==> config.mk <==
export PLATFORM = sky130hd
export DESIGN_NAME = ram_port_arbiter_flat
export DESIGN_NICKNAME = d
export VERILOG_FILES = /design/src/rtl/ram_port_arbiter_if.sv /design/src/rtl/ram_port_arbiter.sv /design/src/flat_wrapper.sv
export SDC_FILE = /design/constraint.sdc
export NUM_CORES = 1
export LEC_CHECK = 0
export CAP_MARGIN = 20
export CORE_MARGIN = 10
export CORE_UTILIZATION = 25
export DETAILED_ROUTE_END_ITERATION = 6
export HOLD_SLACK_MARGIN = 0.03
export PLACE_DENSITY_LB_ADDON = 0.08
export SYNTH_ARGS = -nofsm -noshare
export SYNTH_HDL_FRONTEND = slang
export SYNTH_SLANG_ARGS = --single-unit
==> constraint.sdc <==
create_clock -name clk -period 2.6 [get_ports clk]
set_clock_uncertainty 0.2 [all_clocks]
set_input_delay 0.39 -clock clk [delete_from_list [all_inputs] [get_ports clk]]
set_output_delay 0.39 -clock clk [all_outputs]
set_load 0.05 [all_outputs]
==> src/rtl/ram_port_arbiter_if.sv <==
// ram_port_arbiter_if: one requester's access port into the RAM arbiter.
//   req    requester -> arbiter  access request, held until granted
//   we     requester -> arbiter  1=write, 0=read
//   addr   requester -> arbiter  word address
//   wdata  requester -> arbiter  write data
//   lock   requester -> arbiter  ask to keep ownership for the next access
//   gnt    arbiter -> requester  access issued this cycle (combinational)
//   rvalid arbiter -> requester  rdata valid, one-cycle pulse
//   rdata  arbiter -> requester  read data
interface ram_port_arbiter_if #(
    parameter int unsigned AW = 5,
    parameter int unsigned DW = 32
);
    logic          req;
    logic          we;
    logic [AW-1:0] addr;
    logic [DW-1:0] wdata;
    logic          lock;
    logic          gnt;
    logic          rvalid;
    logic [DW-1:0] rdata;

    modport master (
        output req, we, addr, wdata, lock,
        input  gnt, rvalid, rdata
    );

    modport slave (
        input  req, we, addr, wdata, lock,
        output gnt, rvalid, rdata
    );
endinterface

==> src/rtl/ram_port_arbiter.sv <==
// ram_port_arbiter: shares one single-port synchronous RAM between the JTAG
// debug requester and the system bus requester. At most one access per
// cycle; read data is returned to the side that issued the read.
//   clk        rising-edge clock
//   rst        synchronous active-high reset
//   dbg        debug requester port (slave side of ram_port_arbiter_if)
//   sys        system requester port (slave side of ram_port_arbiter_if)
//   ram_en     RAM access strobe
//   ram_we     RAM write enable
//   ram_addr   RAM word address
//   ram_wdata  RAM write data
//   ram_rdata  RAM read data, valid the cycle after a read strobe
module ram_port_arbiter #(
    parameter int unsigned DW       = 32,
    parameter int unsigned AW       = 5,
    parameter int unsigned MAX_LOCK = 4
) (
    input  logic                clk,
    input  logic                rst,
    ram_port_arbiter_if.slave   dbg,
    ram_port_arbiter_if.slave   sys,
    output logic                ram_en,
    output logic                ram_we,
    output logic [AW-1:0]       ram_addr,
    output logic [DW-1:0]       ram_wdata,
    input  logic [DW-1:0]       ram_rdata
);

    localparam int unsigned CW = $clog2(MAX_LOCK + 1);

    typedef enum logic [1:0] {
        OWN_NONE = 2'd0,
        OWN_DBG  = 2'd1,
        OWN_SYS  = 2'd2
    } owner_t;

    typedef enum logic {
        SIDE_DBG = 1'b0,
        SIDE_SYS = 1'b1
    } side_t;

    owner_t         r_owner;
    owner_t         w_owner_nxt;
    side_t          r_rr_ptr;
    side_t          w_rr_nxt;
    logic [CW-1:0]  r_lock_cnt;
    logic [CW-1:0]  w_lock_cnt_nxt;
    logic [CW-1:0]  w_lock_cnt_inc;
    logic           r_rvalid_dbg;
    logic           r_rvalid_sys;
    logic           w_gnt_dbg;
    logic           w_gnt_sys;
    logic           w_lock_dbg;
    logic           w_lock_sys;

    // Ownership / round-robin / lock-count state register
    always_ff @(posedge clk) begin
        if (rst) begin
            r_owner    <= OWN_NONE;
            r_rr_ptr   <= SIDE_DBG;
            r_lock_cnt <= '0;
        end else begin
            r_owner    <= w_owner_nxt;
            r_rr_ptr   <= w_rr_nxt;
            r_lock_cnt <= w_lock_cnt_nxt;
        end
    end

    // Grant decision and next-state
    always_comb begin
        w_gnt_dbg      = 1'b0;
        w_gnt_sys      = 1'b0;
        w_owner_nxt    = OWN_NONE;
        w_rr_nxt       = r_rr_ptr;
        w_lock_cnt_nxt = '0;
        w_lock_cnt_inc = (r_lock_cnt >= CW'(MAX_LOCK)) ? CW'(MAX_LOCK)
                                                       : r_lock_cnt + CW'(1);

        // A locked owner keeps the port unless the other side has already
        // waited through MAX_LOCK consecutive locked grants.
        w_lock_dbg = (r_owner == OWN_DBG) && dbg.req && dbg.lock &&
                     (!sys.req || (r_lock_cnt < CW'(MAX_LOCK)));
        w_lock_sys = (r_owner == OWN_SYS) && sys.req && sys.lock &&
                     (!dbg.req || (r_lock_cnt < CW'(MAX_LOCK)));

        if (!rst) begin
            if (w_lock_dbg) begin
                w_gnt_dbg = 1'b1;
            end else if (w_lock_sys) begin
                w_gnt_sys = 1'b1;
            end else if (dbg.req && sys.req) begin
                w_gnt_dbg = (r_rr_ptr == SIDE_DBG);
                w_gnt_sys = (r_rr_ptr == SIDE_SYS);
            end else begin
                w_gnt_dbg = dbg.req;
                w_gnt_sys = sys.req;
            end
        end

        // A grant without lock, or an idle cycle, drops ownership.
        // A fresh ownership run starts counting at 1.
        if (w_gnt_dbg) begin
            w_rr_nxt = SIDE_SYS;
            if (dbg.lock) begin
                w_owner_nxt    = OWN_DBG;
                w_lock_cnt_nxt = (r_owner == OWN_DBG) ? w_lock_cnt_inc : CW'(1);
            end
        end else if (w_gnt_sys) begin
            w_rr_nxt = SIDE_DBG;
            if (sys.lock) begin
                w_owner_nxt    = OWN_SYS;
                w_lock_cnt_nxt = (r_owner == OWN_SYS) ? w_lock_cnt_inc : CW'(1);
            end
        end
    end

    // In-flight read tags: one cycle after a granted read
    always_ff @(posedge clk) begin
        if (rst) begin
            r_rvalid_dbg <= 1'b0;
            r_rvalid_sys <= 1'b0;
        end else begin
            r_rvalid_dbg <= w_gnt_dbg && !dbg.we;
            r_rvalid_sys <= w_gnt_sys && !sys.we;
        end
    end

    assign dbg.gnt = w_gnt_dbg;
    assign sys.gnt = w_gnt_sys;

    // Masking with rst drops a read that was in flight when reset arrived
    assign dbg.rvalid = r_rvalid_dbg & ~rst;
    assign sys.rvalid = r_rvalid_sys & ~rst;
    assign dbg.rdata  = ram_rdata;
    assign sys.rdata  = ram_rdata;

    // RAM drive: granted side wins, idle defaults to sys fields with we=0
    assign ram_en    = w_gnt_dbg | w_gnt_sys;
    assign ram_we    = w_gnt_dbg ? dbg.we : (w_gnt_sys ? sys.we : 1'b0);
    assign ram_addr  = w_gnt_dbg ? dbg.addr  : sys.addr;
    assign ram_wdata = w_gnt_dbg ? dbg.wdata : sys.wdata;

endmodule

==> src/flat_wrapper.sv <==
// flat-port wrapper written by rule: the top's interface ports become plain ports
module ram_port_arbiter_flat 
#(
    parameter int unsigned DW       = 32,
    parameter int unsigned AW       = 5,
    parameter int unsigned MAX_LOCK = 4
)
  (clk, rst, ram_en, ram_we, ram_addr, ram_wdata, ram_rdata, dbg_req, dbg_we, dbg_addr, dbg_wdata, dbg_lock, dbg_gnt, dbg_rvalid, dbg_rdata, sys_req, sys_we, sys_addr, sys_wdata, sys_lock, sys_gnt, sys_rvalid, sys_rdata);
  ram_port_arbiter_if #(.AW(AW), .DW(DW)) dbg_i ();
  ram_port_arbiter_if #(.AW(AW), .DW(DW)) sys_i ();
  input  logic clk;
  input  logic rst;
  output logic ram_en;
  output logic ram_we;
  output logic [AW-1:0] ram_addr;
  output logic [DW-1:0] ram_wdata;
  input  logic [DW-1:0] ram_rdata;
  input wire logic [$bits(dbg_i.req)-1:0] dbg_req;
  input wire logic [$bits(dbg_i.we)-1:0] dbg_we;
  input wire logic [$bits(dbg_i.addr)-1:0] dbg_addr;
  input wire logic [$bits(dbg_i.wdata)-1:0] dbg_wdata;
  input wire logic [$bits(dbg_i.lock)-1:0] dbg_lock;
  output wire logic [$bits(dbg_i.gnt)-1:0] dbg_gnt;
  output wire logic [$bits(dbg_i.rvalid)-1:0] dbg_rvalid;
  output wire logic [$bits(dbg_i.rdata)-1:0] dbg_rdata;
  input wire logic [$bits(sys_i.req)-1:0] sys_req;
  input wire logic [$bits(sys_i.we)-1:0] sys_we;
  input wire logic [$bits(sys_i.addr)-1:0] sys_addr;
  input wire logic [$bits(sys_i.wdata)-1:0] sys_wdata;
  input wire logic [$bits(sys_i.lock)-1:0] sys_lock;
  output wire logic [$bits(sys_i.gnt)-1:0] sys_gnt;
  output wire logic [$bits(sys_i.rvalid)-1:0] sys_rvalid;
  output wire logic [$bits(sys_i.rdata)-1:0] sys_rdata;
  assign dbg_i.req = dbg_req;
  assign dbg_i.we = dbg_we;
  assign dbg_i.addr = dbg_addr;
  assign dbg_i.wdata = dbg_wdata;
  assign dbg_i.lock = dbg_lock;
  assign dbg_gnt = dbg_i.gnt;
  assign dbg_rvalid = dbg_i.rvalid;
  assign dbg_rdata = dbg_i.rdata;
  assign sys_i.req = sys_req;
  assign sys_i.we = sys_we;
  assign sys_i.addr = sys_addr;
  assign sys_i.wdata = sys_wdata;
  assign sys_i.lock = sys_lock;
  assign sys_gnt = sys_i.gnt;
  assign sys_rvalid = sys_i.rvalid;
  assign sys_rdata = sys_i.rdata;
  ram_port_arbiter #(.DW(DW), .AW(AW), .MAX_LOCK(MAX_LOCK)) u_core (.clk(clk), .rst(rst), .dbg(dbg_i), .sys(sys_i), .ram_en(ram_en), .ram_we(ram_we), .ram_addr(ram_addr), .ram_wdata(ram_wdata), .ram_rdata(ram_rdata));
endmodule
### Yosys cells after proc, flatten, opt, wreduce, memory -nomap -nowiden

Index checks and enable logic that the tools add are counted.

* register bits after elaboration: 8
* input bits: 114
* word-level logic and storage cells: 56

* mux-type cells: 25
* bitwise operators: 5
* equality and inequality tests: 2
* add/subtract/negate cells: 1
* order comparisons: 2
* reductions and logical operators: 16

Operators with widths (number)
* $mux 32: 1
* $mux 3: 7
* $mux 1: 13
* $logic_and 1x1->1: 9
* $mux 2: 3
* $mux 5: 1
* $logic_not 1->1: 4
* $add 3x1->3 const B: 1
* $ge 3x3->1 const B: 1
* $lt 3x3->1 const B: 1
* $and 1x1->1: 2
* $eq 2x1->1 const B: 1
* $eq 2x2->1 const B: 1
* $logic_or 1x1->1: 2
* $not 1->1: 2
* $reduce_bool 2->1: 1
* $or 1x1->1: 1

### Logic depth before layout (Yosys ltp)

* word-level depth: 9
* mapped depth: 6

### Worst setup path before layout

Ideal clock, no wire load.

* kind: input to output
* start: input port rst
* end: output port ram_we
* data required time: 2.010 ns
* setup slack: 0.059 ns
* stages on the path: 5
* data arrival time: 1.951 ns
* cell sequence: clkbuf_1 a211oi_2 nor2_4 buf_6 o22ai_1

* word-level cells in the longest chain between the ends: 3

RTL lines
* from (decl): RTL line flat_wrapper.sv:12 `input logic rst;`
* $mux 1: RTL line ram_port_arbiter.sv:86 `if (!rst) begin`
* $mux 1: RTL line ram_port_arbiter.sv:139 `assign ram_we = w_gnt_dbg ? dbg.we : (w_gnt_sys ? sys.we : 1'b0);`
* $mux 1 *: RTL line ram_port_arbiter.sv:139
* to (decl): RTL line flat_wrapper.sv:14 `output logic ram_we;`

Mark *: on every way between the ends. The rest lies on a longest branch, timed or not.

### Final worst setup path

* start: input port sys_lock
* end: output port ram_addr[0]

* word-level cells in the longest chain between the ends: 6

RTL lines
* from (decl): RTL line flat_wrapper.sv:30 `input wire logic [$bits(sys_i.lock)-1:0] sys_lock;`
* $logic_and 1x1->1 (2 in series): RTL line ram_port_arbiter.sv:83 `w_lock_sys = (r_owner == OWN_SYS) && sys.req && sys.lock &&`
* $mux 1: RTL line ram_port_arbiter.sv:89 `end else if (w_lock_sys) begin`
* $mux 1: RTL line ram_port_arbiter.sv:87 `if (w_lock_dbg) begin`
* $mux 1: RTL line ram_port_arbiter.sv:86
* $mux 5: RTL line ram_port_arbiter.sv:140 `assign ram_addr = w_gnt_dbg ? dbg.addr : sys.addr;`
* to (decl): RTL line flat_wrapper.sv:15 `output logic [AW-1:0] ram_addr;`

No other way between the ends.

==> run metrics <==
final instance area 0.00312 mm2; Die Y 99.5 um; register bit count reported by yosys 8; total gr overflow 0; vias per cell 4.30; PortBufs 124; row cnt 28; post-placement cell area 0.00288 mm2; Synth async-reset ratio 0%; mux cell area share after synthesis 34.7%; largest family of logic cells by synthesized area buffers and inverters; Pwr Total 0.00107 W; # setup viols final 0; dpl ws -0.194 ns; share of cells above drive strength 1 50.4%; status finished, final reports clean; Clock Path Buffers 2; nets 362; Post-Synthesis Cells 160; Setup TNS 0 ns; Leak 1.45 nW; Worst-Margin Slew 0.371 ns; Initial Util 26.2%; first-pass GRT wire length 9.89 mm; post-synthesis simple-gate area fraction 8.32%; initial antenna violation count 0; Syn Std Cell Area 0.00158 mm2; total iterations of the first detailed-routing run 4; Post-Route WL 6.69 mm; Ys Warns 0; top_reg_cell synth dfxtp_1; CTS Sinks 8; starting DRC count in detailed routing 24; critical path arrival 1.93 ns; Vias 1,371; Max-slew headroom 74.9%; H-tree depth 1; CTS tree yes; crit end category output pin; number of synthesized flops with an enable pin 0; Power Dens Cells 342 mW/mm2; antenna cells 0; VDD IR max 238 uV; wire length per cell 21.0 um; Hold WC Path Type reg -> reg; final hold vios 0; Compound-Gate Fraction of Synth Area 8.08%; Final Max Slew Viols 0; Crit Path Category in -> out; RR Startpoint u_core.r_owner[1]; crit path time final 2.52 ns; XOR/XNOR Fraction of Synth Area 0%; largest net degree at the start of global routing 11; GR Util All Layers 12.6%; Clock transition at path regs 0.04 ns; hold path start u_core.r_rr_ptr; Worst EP required 2.01 ns; number of global-route vias before repair 1,462; CTS Hold Bufs 0; Die ar. 0.00990 mm2; Post-Syn Nets 276; Mean Syn Cell Area 9.87 um2; Fin Hold WS 0.324 ns; Die X 99.5 um; post-synthesis cell type count 34; Post-Synth Adder-Cell Area 1.58%; CTS Buf Count 3; CP startpoint sys_lock; HPWL after detailed placement 5.91 mm; crit-path max FO 10; unrepaired setup endpoints after global routing false; gpl congestion 0.832; # DRC 0; Period Utilization, post-route 96.9%; Max Freq 397 MHz; number of max-cap violations 0; Seq/Total Area, Yosys 10.1%; critical path launch point type primary input; Placeable Area 0.00603 mm2; FF-to-FF setup slack 0.49 ns; Root Buffer clkbuf_8; final worst-path setup slack 0.0808 ns; Area growth, synth to finish 97.5%; I/O pin total 221; Final ANT Viol Nets 0; Worst-Skew Late Latency 0.22 ns
cell families (layout without fill, tap and decap cells):
family | count (synthesis) | in the layout
AO/OA/AOI/OAI | 16 | 16
adder cells (fa/ha/maj) | 2 | 2
buffers and inverters | 77 | 161
flip-flops | 8 | 8
multiplexers | 37 | 37
AND/OR/NAND/NOR | 20 | 20
metal layers:
metal | vias to the layer above | global-route usage [%] | part of all wire (%)
met2 | 86 | 22.1 | 50
met5 | - | 0 | 0
met4 | 0 | 2.43 | 0.75
li1 | 645 | - | -
met3 | 13 | 4.29 | 9.3
met1 | 627 | 14.5 | 40
cells in the mapped netlist, types with 2 or more instances:
library cell | instances | area, um2
a211oi_2 | 2 | 25.0
inv_1 | 6 | 22.5
nor2_1 | 5 | 18.8
ha_1 | 2 | 25.0
nand2b_1 | 2 | 12.5
dfxtp_1 | 8 | 160
nor4b_1 | 2 | 17.5
buf_12 | 3 | 60.1
nor2b_1 | 4 | 25.0
mux2_2 | 2 | 22.5
mux2_4 | 35 | 526
buf_4 | 64 | 480
o21ai_0 | 4 | 20.0
cells in the final DEF, fill, tap and decap left out, drive strengths merged, types with 2 or more instances in the layout:
cell type      count
nor2b              4
buf               69
nor2               6
inv                7
clkbuf             5
nor4b              2
clkdlybuf4s50     76
mux2              37
dlygate4sd2        2
ha                 2
nand2b             2
dfxtp              8
a211oi             3
o21ai              4
cell type report:
class / count / area, um2
inverter: 7 / 26.3
fill: 514 / 2910
timing repair buffer: 151 / 1940
tap: 75 / 93.8
sequential: 8 / 163
clock buffer: 3 / 41.3
multi-input combinational: 75 / 857
sequential cells by signal (all words and copies together) (netlist names):
register             cells
u_core.r_lock_cnt        3
u_core.r_owner           2
u_core.r_rr_ptr          1
u_core.r_rvalid_dbg      1
u_core.r_rvalid_sys      1
worst max-delay path, stage by stage:
cell,delay [ns]
dlygate4sd2_1,0.25
and3b_1,0.19
a211oi_2,0.26
nor2_4,0.07
buf_12,0.15
buf_8,0.15
mux2_4,0.31
buf_12,0.15
power breakdown:
part | total, W | internal [W] | leakage, nW | switching (W)
combinational | 0.000789 | 0.000444 | 1.36 | 0.000345
sequential | 0.000135 | 0.000130 | 0.0664 | 0.00000507
clock | 0.000142 | 0.0000997 | 0.0216 | 0.0000428
through the flow:
stage	std cells	utilization, %
floorplan	160	-
global placement	305	47.8
detailed placement	305	47.8
CTS	318	51.3
global route	319	51.8
finish	319	51.8
timing repair:
item / 4_1_cts / 5_1_grt
cloned: 2 / 0
endpoints found under the setup margin: 39 / 40
setup buffers: 8 / 2
gates resized for setup: 19 / 9
pin swaps: 6 / 4
final timing paths:
check                         endpoint  depth (start not counted)
hold / removal         u_core.r_rr_ptr                          2
setup reg to reg  u_core.r_lock_cnt[1]                         10
hold reg to reg        u_core.r_rr_ptr                          2
setup / recovery           ram_addr[0]                          8
No activity file was read; power rests on OpenSTA's default activity.
